==> src/rtl/uart_frame_rx_param.sv <==
// uart_frame_rx_param
// Frame receiver that sits behind a byte-level UART RX core. It parses
// HEAD0 HEAD1 ADDR LEN DATA[0..LEN-1] CRC TAIL, checks a CRC-8 over ADDR/LEN/DATA,
// and publishes a double-buffered payload that only changes on a committed frame.
// Ports:
//   clk, reset_n          clock, asynchronous active-low reset
//   uart_rx_done          one-cycle strobe, uart_rx_data_o holds a valid byte
//   uart_rx_data_o        received byte
//   rx_frame_vld          pulse, new payload committed (TAIL_CMD)
//   start                 pulse, frame accepted with TAIL_CMD or TAIL_START
//   frame_addr/len/data   last committed frame; payload byte i at [8*i+7:8*i]
//   crc_err/len_err/tail_err/timeout_err   one-cycle error pulses
//   good_cnt, err_cnt     saturating statistics counters
module uart_frame_rx_param #(
    parameter int          MAX_LEN     = 26,
    parameter logic [7:0]  HEAD0       = 8'h55,
    parameter logic [7:0]  HEAD1       = 8'hAA,
    parameter logic [7:0]  TAIL_CMD    = 8'hF0,
    parameter logic [7:0]  TAIL_START  = 8'h01,
    parameter logic [7:0]  CRC_POLY    = 8'h07,
    parameter int          TIMEOUT_CYC = 100000,
    parameter int          CNT_W       = 16
) (
    input  logic                   clk,
    input  logic                   reset_n,
    input  logic                   uart_rx_done,
    input  logic [7:0]             uart_rx_data_o,
    output logic                   rx_frame_vld,
    output logic                   start,
    output logic [7:0]             frame_addr,
    output logic [7:0]             frame_len,
    output logic [8*MAX_LEN-1:0]   frame_data,
    output logic                   crc_err,
    output logic                   len_err,
    output logic                   tail_err,
    output logic                   timeout_err,
    output logic [CNT_W-1:0]       good_cnt,
    output logic [CNT_W-1:0]       err_cnt
);

    localparam int         TO_W      = (TIMEOUT_CYC > 1) ? $clog2(TIMEOUT_CYC + 1) : 1;
    localparam logic [TO_W-1:0] TO_LAST = TO_W'(TIMEOUT_CYC - 1);
    localparam logic [7:0] MAX_LEN_B = 8'(MAX_LEN);

    typedef enum logic [2:0] {
        ST_IDLE, ST_H1, ST_ADDR, ST_LEN, ST_DATA, ST_CRC, ST_TAIL
    } state_t;

    state_t                 state_r, state_nxt_s;
    logic [7:0]             addr_w_r;
    logic [7:0]             len_w_r;
    logic [7:0]             cnt_r;
    logic [7:0]             crc_r;
    logic [7:0]             buf_r [MAX_LEN];
    logic [TO_W-1:0]        idle_cnt_r;

    logic                   timeout_hit_s;
    logic                   take_s;
    logic                   crc_err_s, len_err_s, tail_err_s, to_err_s;
    logic                   commit_s, start_s, any_err_s;
    logic [7:0]             crc_fold_s;

    // CRC-8, MSB first, one byte folded per call.
    function automatic logic [7:0] crc8_step(input logic [7:0] crc_in, input logic [7:0] data_in);
        logic [7:0] c;
        c = crc_in ^ data_in;
        for (int i = 0; i < 8; i++) begin
            if (c[7]) begin
                c = (c << 1) ^ CRC_POLY;
            end else begin
                c = c << 1;
            end
        end
        return c;
    endfunction

    // A timeout wins over a byte arriving in the same cycle.
    assign timeout_hit_s = (TIMEOUT_CYC != 0) && (state_r != ST_IDLE) && (idle_cnt_r == TO_LAST);
    assign take_s        = uart_rx_done && !timeout_hit_s;
    assign crc_fold_s    = crc8_step(crc_r, uart_rx_data_o);
    assign any_err_s     = crc_err_s | len_err_s | tail_err_s | to_err_s;

    // Next-state and pulse decode.
    always_comb begin
        state_nxt_s = state_r;
        crc_err_s   = 1'b0;
        len_err_s   = 1'b0;
        tail_err_s  = 1'b0;
        to_err_s    = 1'b0;
        commit_s    = 1'b0;
        start_s     = 1'b0;
        if (timeout_hit_s) begin
            state_nxt_s = ST_IDLE;
            to_err_s    = 1'b1;
        end else if (uart_rx_done) begin
            case (state_r)
                ST_IDLE: begin
                    if (uart_rx_data_o == HEAD0) state_nxt_s = ST_H1;
                    else                         state_nxt_s = ST_IDLE;
                end
                ST_H1: begin
                    if (uart_rx_data_o == HEAD1)      state_nxt_s = ST_ADDR;
                    else if (uart_rx_data_o == HEAD0) state_nxt_s = ST_H1;
                    else                              state_nxt_s = ST_IDLE;
                end
                ST_ADDR: state_nxt_s = ST_LEN;
                ST_LEN: begin
                    if (uart_rx_data_o > MAX_LEN_B) begin
                        len_err_s   = 1'b1;
                        state_nxt_s = ST_IDLE;
                    end else if (uart_rx_data_o == 8'd0) begin
                        state_nxt_s = ST_CRC;
                    end else begin
                        state_nxt_s = ST_DATA;
                    end
                end
                ST_DATA: begin
                    if (cnt_r == len_w_r - 8'd1) state_nxt_s = ST_CRC;
                    else                         state_nxt_s = ST_DATA;
                end
                ST_CRC: begin
                    if (uart_rx_data_o == crc_r) begin
                        state_nxt_s = ST_TAIL;
                    end else begin
                        crc_err_s   = 1'b1;
                        state_nxt_s = ST_IDLE;
                    end
                end
                ST_TAIL: begin
                    state_nxt_s = ST_IDLE;
                    if (uart_rx_data_o == TAIL_CMD) begin
                        commit_s = 1'b1;
                        start_s  = 1'b1;
                    end else if (uart_rx_data_o == TAIL_START) begin
                        start_s  = 1'b1;
                    end else begin
                        tail_err_s = 1'b1;
                    end
                end
                default: state_nxt_s = ST_IDLE;
            endcase
        end else begin
            state_nxt_s = state_r;
        end
    end

    // State register.
    always_ff @(posedge clk or negedge reset_n) begin
        if (!reset_n) state_r <= ST_IDLE;
        else          state_r <= state_nxt_s;
    end

    // Inter-byte idle counter; only runs while a frame is in progress.
    always_ff @(posedge clk or negedge reset_n) begin
        if (!reset_n) begin
            idle_cnt_r <= '0;
        end else if (state_r == ST_IDLE || uart_rx_done || timeout_hit_s) begin
            idle_cnt_r <= '0;
        end else begin
            idle_cnt_r <= idle_cnt_r + TO_W'(1);
        end
    end

    // Working buffer, address/length latches and running CRC.
    always_ff @(posedge clk or negedge reset_n) begin
        if (!reset_n) begin
            addr_w_r <= 8'd0;
            len_w_r  <= 8'd0;
            cnt_r    <= 8'd0;
            crc_r    <= 8'd0;
            for (int i = 0; i < MAX_LEN; i++) buf_r[i] <= 8'd0;
        end else if (take_s) begin
            case (state_r)
                ST_ADDR: begin
                    addr_w_r <= uart_rx_data_o;
                    crc_r    <= crc8_step(8'd0, uart_rx_data_o);
                end
                ST_LEN: begin
                    len_w_r <= uart_rx_data_o;
                    crc_r   <= crc_fold_s;
                    cnt_r   <= 8'd0;
                    for (int i = 0; i < MAX_LEN; i++) buf_r[i] <= 8'd0;
                end
                ST_DATA: begin
                    if (cnt_r < MAX_LEN_B) buf_r[cnt_r] <= uart_rx_data_o;
                    crc_r <= crc_fold_s;
                    cnt_r <= cnt_r + 8'd1;
                end
                default: crc_r <= crc_r;
            endcase
        end
    end

    // Registered pulses, committed outputs and saturating statistics.
    always_ff @(posedge clk or negedge reset_n) begin
        if (!reset_n) begin
            rx_frame_vld <= 1'b0;
            start        <= 1'b0;
            crc_err      <= 1'b0;
            len_err      <= 1'b0;
            tail_err     <= 1'b0;
            timeout_err  <= 1'b0;
            frame_addr   <= 8'd0;
            frame_len    <= 8'd0;
            frame_data   <= '0;
            good_cnt     <= '0;
            err_cnt      <= '0;
        end else begin
            rx_frame_vld <= commit_s;
            start        <= start_s;
            crc_err      <= crc_err_s;
            len_err      <= len_err_s;
            tail_err     <= tail_err_s;
            timeout_err  <= to_err_s;
            if (commit_s) begin
                frame_addr <= addr_w_r;
                frame_len  <= len_w_r;
                for (int i = 0; i < MAX_LEN; i++) frame_data[8*i +: 8] <= buf_r[i];
            end
            if (start_s && (good_cnt != {CNT_W{1'b1}})) good_cnt <= good_cnt + CNT_W'(1);
            if (any_err_s && (err_cnt != {CNT_W{1'b1}})) err_cnt <= err_cnt + CNT_W'(1);
        end
    end

endmodule

==> config.mk <==
export PLATFORM = sky130hd
export DESIGN_NAME = uart_frame_rx_param
export DESIGN_NICKNAME = d
export VERILOG_FILES = /design/src/rtl/uart_frame_rx_param.sv
export SDC_FILE = /design/constraint.sdc
export NUM_CORES = 1
export LEC_CHECK = 0
export CAP_MARGIN = 15
export CORE_UTILIZATION = 56
export CTS_CLUSTER_SIZE = 24
export DETAILED_ROUTE_END_ITERATION = 6
export GPL_TIMING_DRIVEN = 0
export HOLD_SLACK_MARGIN = 0.02
export PLACE_DENSITY = 0.8
export SYNTH_ARGS = -nofsm -noshare
export SYNTH_HDL_FRONTEND = slang
export SYNTH_SLANG_ARGS = --single-unit
==> constraint.sdc <==
create_clock -name clk -period 2.6 [get_ports clk]
set_input_delay 0.52 -clock clk [delete_from_list [all_inputs] [get_ports clk]]
set_output_delay 0.52 -clock clk [all_outputs]
set_load 0.01 [all_outputs]
==> run metrics, run 1 <==
status=finished, final reports clean; max-capacitance violation count=0; synth top area cells=dfrtp_1 (60%), mux2_4 (10%), a22o_1 (8.4%); final WL=56300 um; ys async rst share=100%; detailed-route DRC error count=0; P_leak=13.2 nW; Setup WS pre-CTS=-1.21 ns; CTS H-tree depth=2; Synth Net Count=1612; Detailed Place HPWL=37100 um; CTS max path bufs=3; clock slew at reported path FFs=0.06 ns; via count=14.6k; port bufs=271; Sink Count=522; DRT iter0 DRCs=1066; Final setup viols=0; final setup margin=0.00647 ns; CORE AREA=0.0379 mm2; Critical R2R Launch=idle_cnt_r[14]; Die ar.=0.0397 mm2; antenna diode count=0; Ports=273; slowest stage cell, crit path=dfrtp_1; post-synth top area cell=dfrtp_1; unrepaired setup endpoints after global routing=yes; Tot Pwr=18.1 mW; hold path cells=3; mean area per synthesized cell=13.8 um2; Least-Margin Pin Slew=0.761 ns; initial antenna violation count=0; CTS tree=done; clk root buf=clkbuf_16; share of cells above drive strength 1=24.0%; Setup crit end kind=flop; Routed Antenna Nets=0; Cell Area, Placed=0.0253 mm2; worst reg2reg path depth=9; final worst path period share=99.8%; top post-synthesis cells by count=dfrtp_1 (522), a22o_1 (208), mux2_4 (149), nand2_1 (93), mux2_2 (81); Slew HR=49.3%; P per Cell Area=658 mW/mm2; GRT Total Usage=28.8%; CP most frequent cell=buf_6; capturing point of the worst reg2reg path=frame_data[116]; Synth Register Bits=522; vias in the first global route=14.7k; Cells after Synth=1578; Starting Density=57.4%; CP max stage delay=0.44 ns; maximum fanout along the worst path=10; CTS Buf Count=51; Yosys top cell area share=60.0%; # rows=71; final worst path period need=2.59 ns; Fin Hold WS=0.339 ns; CP Class=flop to flop; routed vias/inst=5.91; synthesized cell area=0.0218 mm2; largest net degree at the start of global routing=135; first-pass GRT wire length=86900 um; reg-to-reg slack, setup=0.006 ns; post-synthesis cell type count=61; Largest delay share family, worst path=simple AND/OR/NAND/NOR gates; sequential share of the synthesized area=60.0%; fin area=0.0275 mm2; Area growth syn-to-layout=26.2%; Post-synth EDFFs=0; GPL Wtd Cong=0.907; startpoint of the worst hold path=uart_rx_done; Data required, critical path=3.08 ns; nature of the critical path startpoint=flop; Buf/Inv on CP=3; Worst EP arrival=3.07 ns; top_reg_cell synth=dfrtp_1; max-slew violations=0; peak supply drop=493 uV; Setup Total Neg Slack=0 ns; worst skew pair latency=0.61 ns; DR pass1 iterations=5; Synthesis Warnings=0; Min-Delay Endpoint=state_r[1]; Peak Freq=386 MHz; worst path cell trace=nor4bb_1 -> and4_4 -> a21oi_4 -> nand2_1 -> or3_1 -> buf_6 -> buf_8 -> buf_6 -> mux2_4; most numerous cell in the Yosys netlist=dfrtp_1; nets@finish=1957; Clock Skew=0.0213 ns; wire per inst=22.8 um; Vert. Die Dim=199 um; Die Wd=199 um; Worst Hold Class=input port to flop; grt ovf=0; stages on the worst setup path=9; final hold vios=0
worst max path at each step:
stage                 startpoint  slack, ns               to
6_report          idle_cnt_r[14]      0.006  frame_data[116]
5_1_grt               state_r[0]      -0.06       buf_r[106]
3_3_place_gp             reset_n     -20.88   frame_data[19]
3_5_place_dp   uart_rx_data_o[6]      -1.21      err_cnt[15]
4_1_cts               state_r[0]     -0.004        buf_r[95]
2_1_floorplan  uart_rx_data_o[6]       0.17      err_cnt[13]
kinds of logic (layout without fill, tap and decap cells):
group,count (synthesis),after routing,share of synthesized area [%]
muxes,233,233,14.6
buffers and inverters,93,477,2.30
AOI/OAI and AO/OA,311,311,11.2
adders and majority gates,23,23,1.32
DFF,522,522,60.0
and+or+nand+nor,309,309,7.13
xor gates and xnor gates,87,87,3.50
power by group:
part / leakage [nW] / switching (mW) / internal [mW]
Clock: 0.820 / 3.13 / 4.27
Sequential: 7.24 / 0.285 / 8.35
Combinational: 5.12 / 1.30 / 0.755
flip-flops by register name, summed over array words and instances, names as in the netlist:
name / cells
frame_len: 8
frame_data: 208
frame_addr: 8
good_cnt: 16
addr_w_r: 8
err_cnt: 16
crc_r: 8
start: 1
len_w_r: 8
state_r: 3
len_err: 1
cnt_r: 8
timeout_err: 1
idle_cnt_r: 17
tail_err: 1
buf_r: 208
crc_err: 1
rx_frame_vld: 1
routing by layer:
metal / GRT usage [%] / part of all wire (%)
met2: 45.6 / 48
met4: 8.97 / 2.6
met1: 39.8 / 42
met5: 0 / 0
met3: 6.58 / 7.1
worst register-to-register path, stage by stage, from the launching register on:
cell and delay [ns]:
dfrtp_1 0.44, nor4bb_1 0.43, and4_4 0.36, a21oi_4 0.07, nand2_1 0.09, or3_1 0.13, buf_6 0.21, buf_8 0.21
buf_6 0.22, mux2_4 0.34
per-stage QoR:
| stage | utilization [%] | instances |
|---|---|---|
| 4_1_cts | 71.9 | 2464 |
| 6_report | 72.5 | 2473 |
| 2_1_floorplan | - | 1578 |
| 3_3_place_gp | 66.3 | 2360 |
| 3_5_place_dp | 66.6 | 2364 |
| 5_1_grt | 72.5 | 2473 |
timing repair:
item	4_1_cts	5_1_grt
endpoints found under the setup margin	466	456
hold buffers	1	0
pin swaps	6	6
hold endpoints to repair	93	0
setup buffers	8	10
gates resized for setup	94	43
cell usage in the layout, fill, tap and decap left out, types with 4 or more instances in the layout:
| master | count |
|---|---|
| buf_6 | 18 |
| o21ai_0 | 58 |
| mux2_2 | 81 |
| buf_4 | 16 |
| and3_1 | 9 |
| nand2_1 | 73 |
| clkbuf_8 | 8 |
| nor4b_1 | 4 |
| clkdlybuf4s50_1 | 264 |
| nand4_1 | 16 |
| ha_1 | 22 |
| clkinv_2 | 10 |
| clkbuf_16 | 53 |
| nand3_1 | 27 |
| clkbuf_2 | 23 |
| buf_16 | 4 |
| or3_1 | 4 |
| nand2b_1 | 5 |
| nand3b_1 | 4 |
| nand3_4 | 4 |
| inv_1 | 14 |
| nor2_4 | 26 |
| nor3_1 | 17 |
| or2_2 | 4 |
| nor2_1 | 48 |
| nor2b_1 | 4 |
| xnor2_1 | 40 |
| clkbuf_1 | 32 |
| mux2_4 | 149 |
| nand2_2 | 20 |
| a21oi_1 | 14 |
| nor4_1 | 9 |
| dfrtp_1 | 522 |
| nor2_2 | 6 |
| xor2_1 | 46 |
| and2_1 | 7 |
| and4_1 | 5 |
| a22o_1 | 208 |
| buf_2 | 13 |
cell type report:
type                    instances  area, um2
flip-flops and latches        522      13100
fillers                      2507      10400
multi-input cells             963       8580
repair buffers                294       2990
clock buffers                  76       1490
well taps                     511        639
plain buffers                  74        484
clock inverters                16        175
inverters                      17       63.8
Power figures use the tool's default switching activity.
==> run 2, diff against run 1 <==
--- a/config.mk
+++ b/config.mk
@@ -9,8 +9,9 @@
 export CORE_UTILIZATION = 56
 export CTS_CLUSTER_SIZE = 24
 export DETAILED_ROUTE_END_ITERATION = 6
+export GPL_ROUTABILITY_DRIVEN = 0
 export GPL_TIMING_DRIVEN = 0
-export HOLD_SLACK_MARGIN = 0.02
+export HOLD_SLACK_MARGIN = 0.06
 export PLACE_DENSITY = 0.8
 export SYNTH_ARGS = -nofsm -noshare
 export SYNTH_HDL_FRONTEND = slang
==> run metrics, run 2 (synthesized netlist as in run 1, its figures left out) <==
status=finished, final reports clean (unchanged); nets@finish=1956 (was 1957); combinational cell fraction of total power=11.1% (was 11.3%); final core occ=72.9% (was 72.5%); vias in the first global route=15.0k (was 14.7k); most common cell after layout, fill and taps aside=dfrtp_1 (unchanged); placed cell count=2364 (unchanged); initial antenna violation count=0 (unchanged); max-slew violations=0 (unchanged); CP max stage delay=0.43 ns (was 0.44 ns); clock share of power=42.7% (was 40.9%); Area growth syn-to-layout=27.0% (was 26.2%); P_leak=13.3 nW (was 13.2 nW); port bufs=271 (unchanged); Detailed Place HPWL=36600 um (was 37100 um); capturing point of the worst reg2reg path=buf_r[81] (was frame_data[116]); Peak Freq=388 MHz (was 386 MHz); stages on the worst setup path=9 (unchanged); GRT Total Usage=28.7% (was 28.8%); CTS tree=done (unchanged); Tot Pwr=18.8 mW (was 18.1 mW); DR pass1 iterations=5 (unchanged); Buf/Inv on CP=3 (unchanged); final hold vios=0 (unchanged); CTS H-tree depth=2 (unchanged); Worst Hold Class=input port to flop (unchanged); nature of the critical path startpoint=flop (unchanged); final worst path period share=99.0% (was 99.8%); final setup margin=0.0255 ns (was 0.00647 ns); wire per inst=22.6 um (was 22.8 um); Starting Density=57.4% (unchanged); startpoint of the worst hold path=uart_rx_done (unchanged); Sink Count=522 (unchanged); crit path from=state_r[1] (was idle_cnt_r[14]); non-filler cells, final=2474 (was 2473); Worst EP arrival=3.10 ns (was 3.07 ns); first-pass GRT wire length=86500 um (was 86900 um); DRT iter0 DRCs=982 (was 1066); CP Class=flop to flop (unchanged); largest registers=buf_r x208, frame_data x208, idle_cnt_r x17 (unchanged); # rows=71 (unchanged); peak supply drop=550 uV (was 493 uV); Data required, critical path=3.13 ns (was 3.08 ns); share of cells above drive strength 1=24.2% (was 24.0%); worst skew pair latency=0.61 ns (about the same); Largest delay share family, worst path=simple AND/OR/NAND/NOR gates (unchanged); via count=14.7k (was 14.6k); area of the multi-input gates=0.00857 mm2 (was 0.00858 mm2); final WL=55800 um (was 56300 um); routed vias/inst=5.93 (was 5.91); detailed-route DRC error count=0 (unchanged); Die ar.=0.0397 mm2 (unchanged); worst reg2reg path depth=9 (unchanged); Routed Antenna Nets=0 (unchanged); unrepaired setup endpoints after global routing=yes (unchanged); Clock Skew=0.0297 ns (was 0.0213 ns); maximum fanout along the worst path=10 (unchanged); Setup WS pre-CTS=-1.16 ns (was -1.21 ns); Slew HR=53.9% (was 49.3%); Vert. Die Dim=199 um (unchanged); max-capacitance violation count=0 (unchanged); grt ovf=0 (unchanged); commonest non-fill, non-tap cells in the layout=dfrtp_1 (521), clkdlybuf4s50_1 (264), a22o_1 (208) (was dfrtp_1 (522), clkdlybuf4s50_1 (264), a22o_1 (208)); final worst path period need=2.57 ns (was 2.59 ns); Die Wd=199 um (unchanged); Seq pwr share=46.2% (was 47.7%); CP Capture Point=buf_r[81] (was frame_data[116]); P per Cell Area=678 mW/mm2 (was 658 mW/mm2); Final setup viols=0 (unchanged); CTS Buf Count=51 (unchanged); Sw Share=25.5% (was 26.1%); Ports=273 (unchanged); Least-Margin Pin Slew=0.691 ns (was 0.761 ns); CORE AREA=0.0379 mm2 (unchanged); antenna diode count=0 (unchanged); FF/Latch Area=0.0131 mm2 (about the same); Setup crit end kind=flop (unchanged); internal power=14.0 mW (was 13.4 mW); largest net degree at the start of global routing=131 (was 135); Critical R2R Launch=state_r[1] (was idle_cnt_r[14]); total net switching power=4.79 mW (was 4.71 mW); fill count=2456 (was 2507); slowest stage cell, crit path=dfrtp_1 (unchanged); clock slew at reported path FFs=0.07 ns (was 0.06 ns); CTS max path bufs=3 (unchanged); worst path cell trace=buf_6 -> nor3b_4 -> o211ai_1 -> a221oi_2 -> buf_4 -> buf_12 -> nand3_4 -> nor2_4 -> a22o_1 (was nor4bb_1 -> and4_4 -> a21oi_4 -> nand2_1 -> or3_1 -> buf_6 -> buf_8 -> buf_6 -> mux2_4); reg-to-reg slack, setup=0.03 ns (was 0.006 ns); clk root buf=clkbuf_16 (unchanged)
-- run 2: power by group through the flow --
stage | combinational (mW) | sequential (mW) | clock, mW
after floorplan | 1.25 | 8.70 | 0
after global placement | 1.80 | 8.79 | 0
after detailed placement | 1.89 | 8.78 | 0
after CTS | 1.99 | 8.64 | 8.10
after global routing | 2.30 | 8.68 | 8.41
final | 2.08 | 8.66 | 8.02
-- run 2: metal layers --
metal  up-vias  routed length (um)  GRT usage [%]
li1       6432                   -              -
met1      7578               24300           40.4
met4         0                1690           10.7
met2       532               26100           44.3
met5         -                   0              0
met3       121                3780           5.60
-- run 2: area by class of cell --
cell class | instances | share of cell area, %
flip-flops and latches | 522 | 47.2
multi-input cells | 963 | 31.0
repair buffers | 294 | 10.8
clock buffers | 79 | 5.65
well taps | 511 | 2.31
plain buffers | 73 | 1.79
clock inverters | 15 | 1.01
inverters | 17 | 0.231
-- run 2: worst min path at each step --
stage	endpoint	slack (ns)	depth (start not counted)
2_1_floorplan	addr_w_r[0]	0.22	0
3_3_place_gp	addr_w_r[7]	0.47	2
3_5_place_dp	frame_data[146]	0.40	1
4_1_cts	state_r[0]	0.31	3
5_1_grt	state_r[0]	0.35	3
6_report	state_r[1]	0.35	3
-- run 2: what timing repair did --
action	4_1_cts	5_1_grt
hold endpoints to repair	24	0
endpoints found under the setup margin	459	477
hold buffers	1	0
resized for setup	93	48
cloned	0	0
pin swaps	7	8
buffers inserted	9	9
-- run 2: tightest hold or removal path, cell delays in order --
cell and delay, ns:
buf_2 0.16, nand4_1 0.11, a31oi_1 0.10
-- run 2: through the flow --
stage | TNS, ns | hold slack [ns] | area, um2
global route | -0.0841 | 0.354 | 27700
global placement | - | 0.469 | 25100
finish | 0 | 0.353 | 27700
floorplan | 0 | 0.224 | 21800
detailed placement | -322.47 | 0.396 | 25300
CTS | 0 | 0.314 | 27500
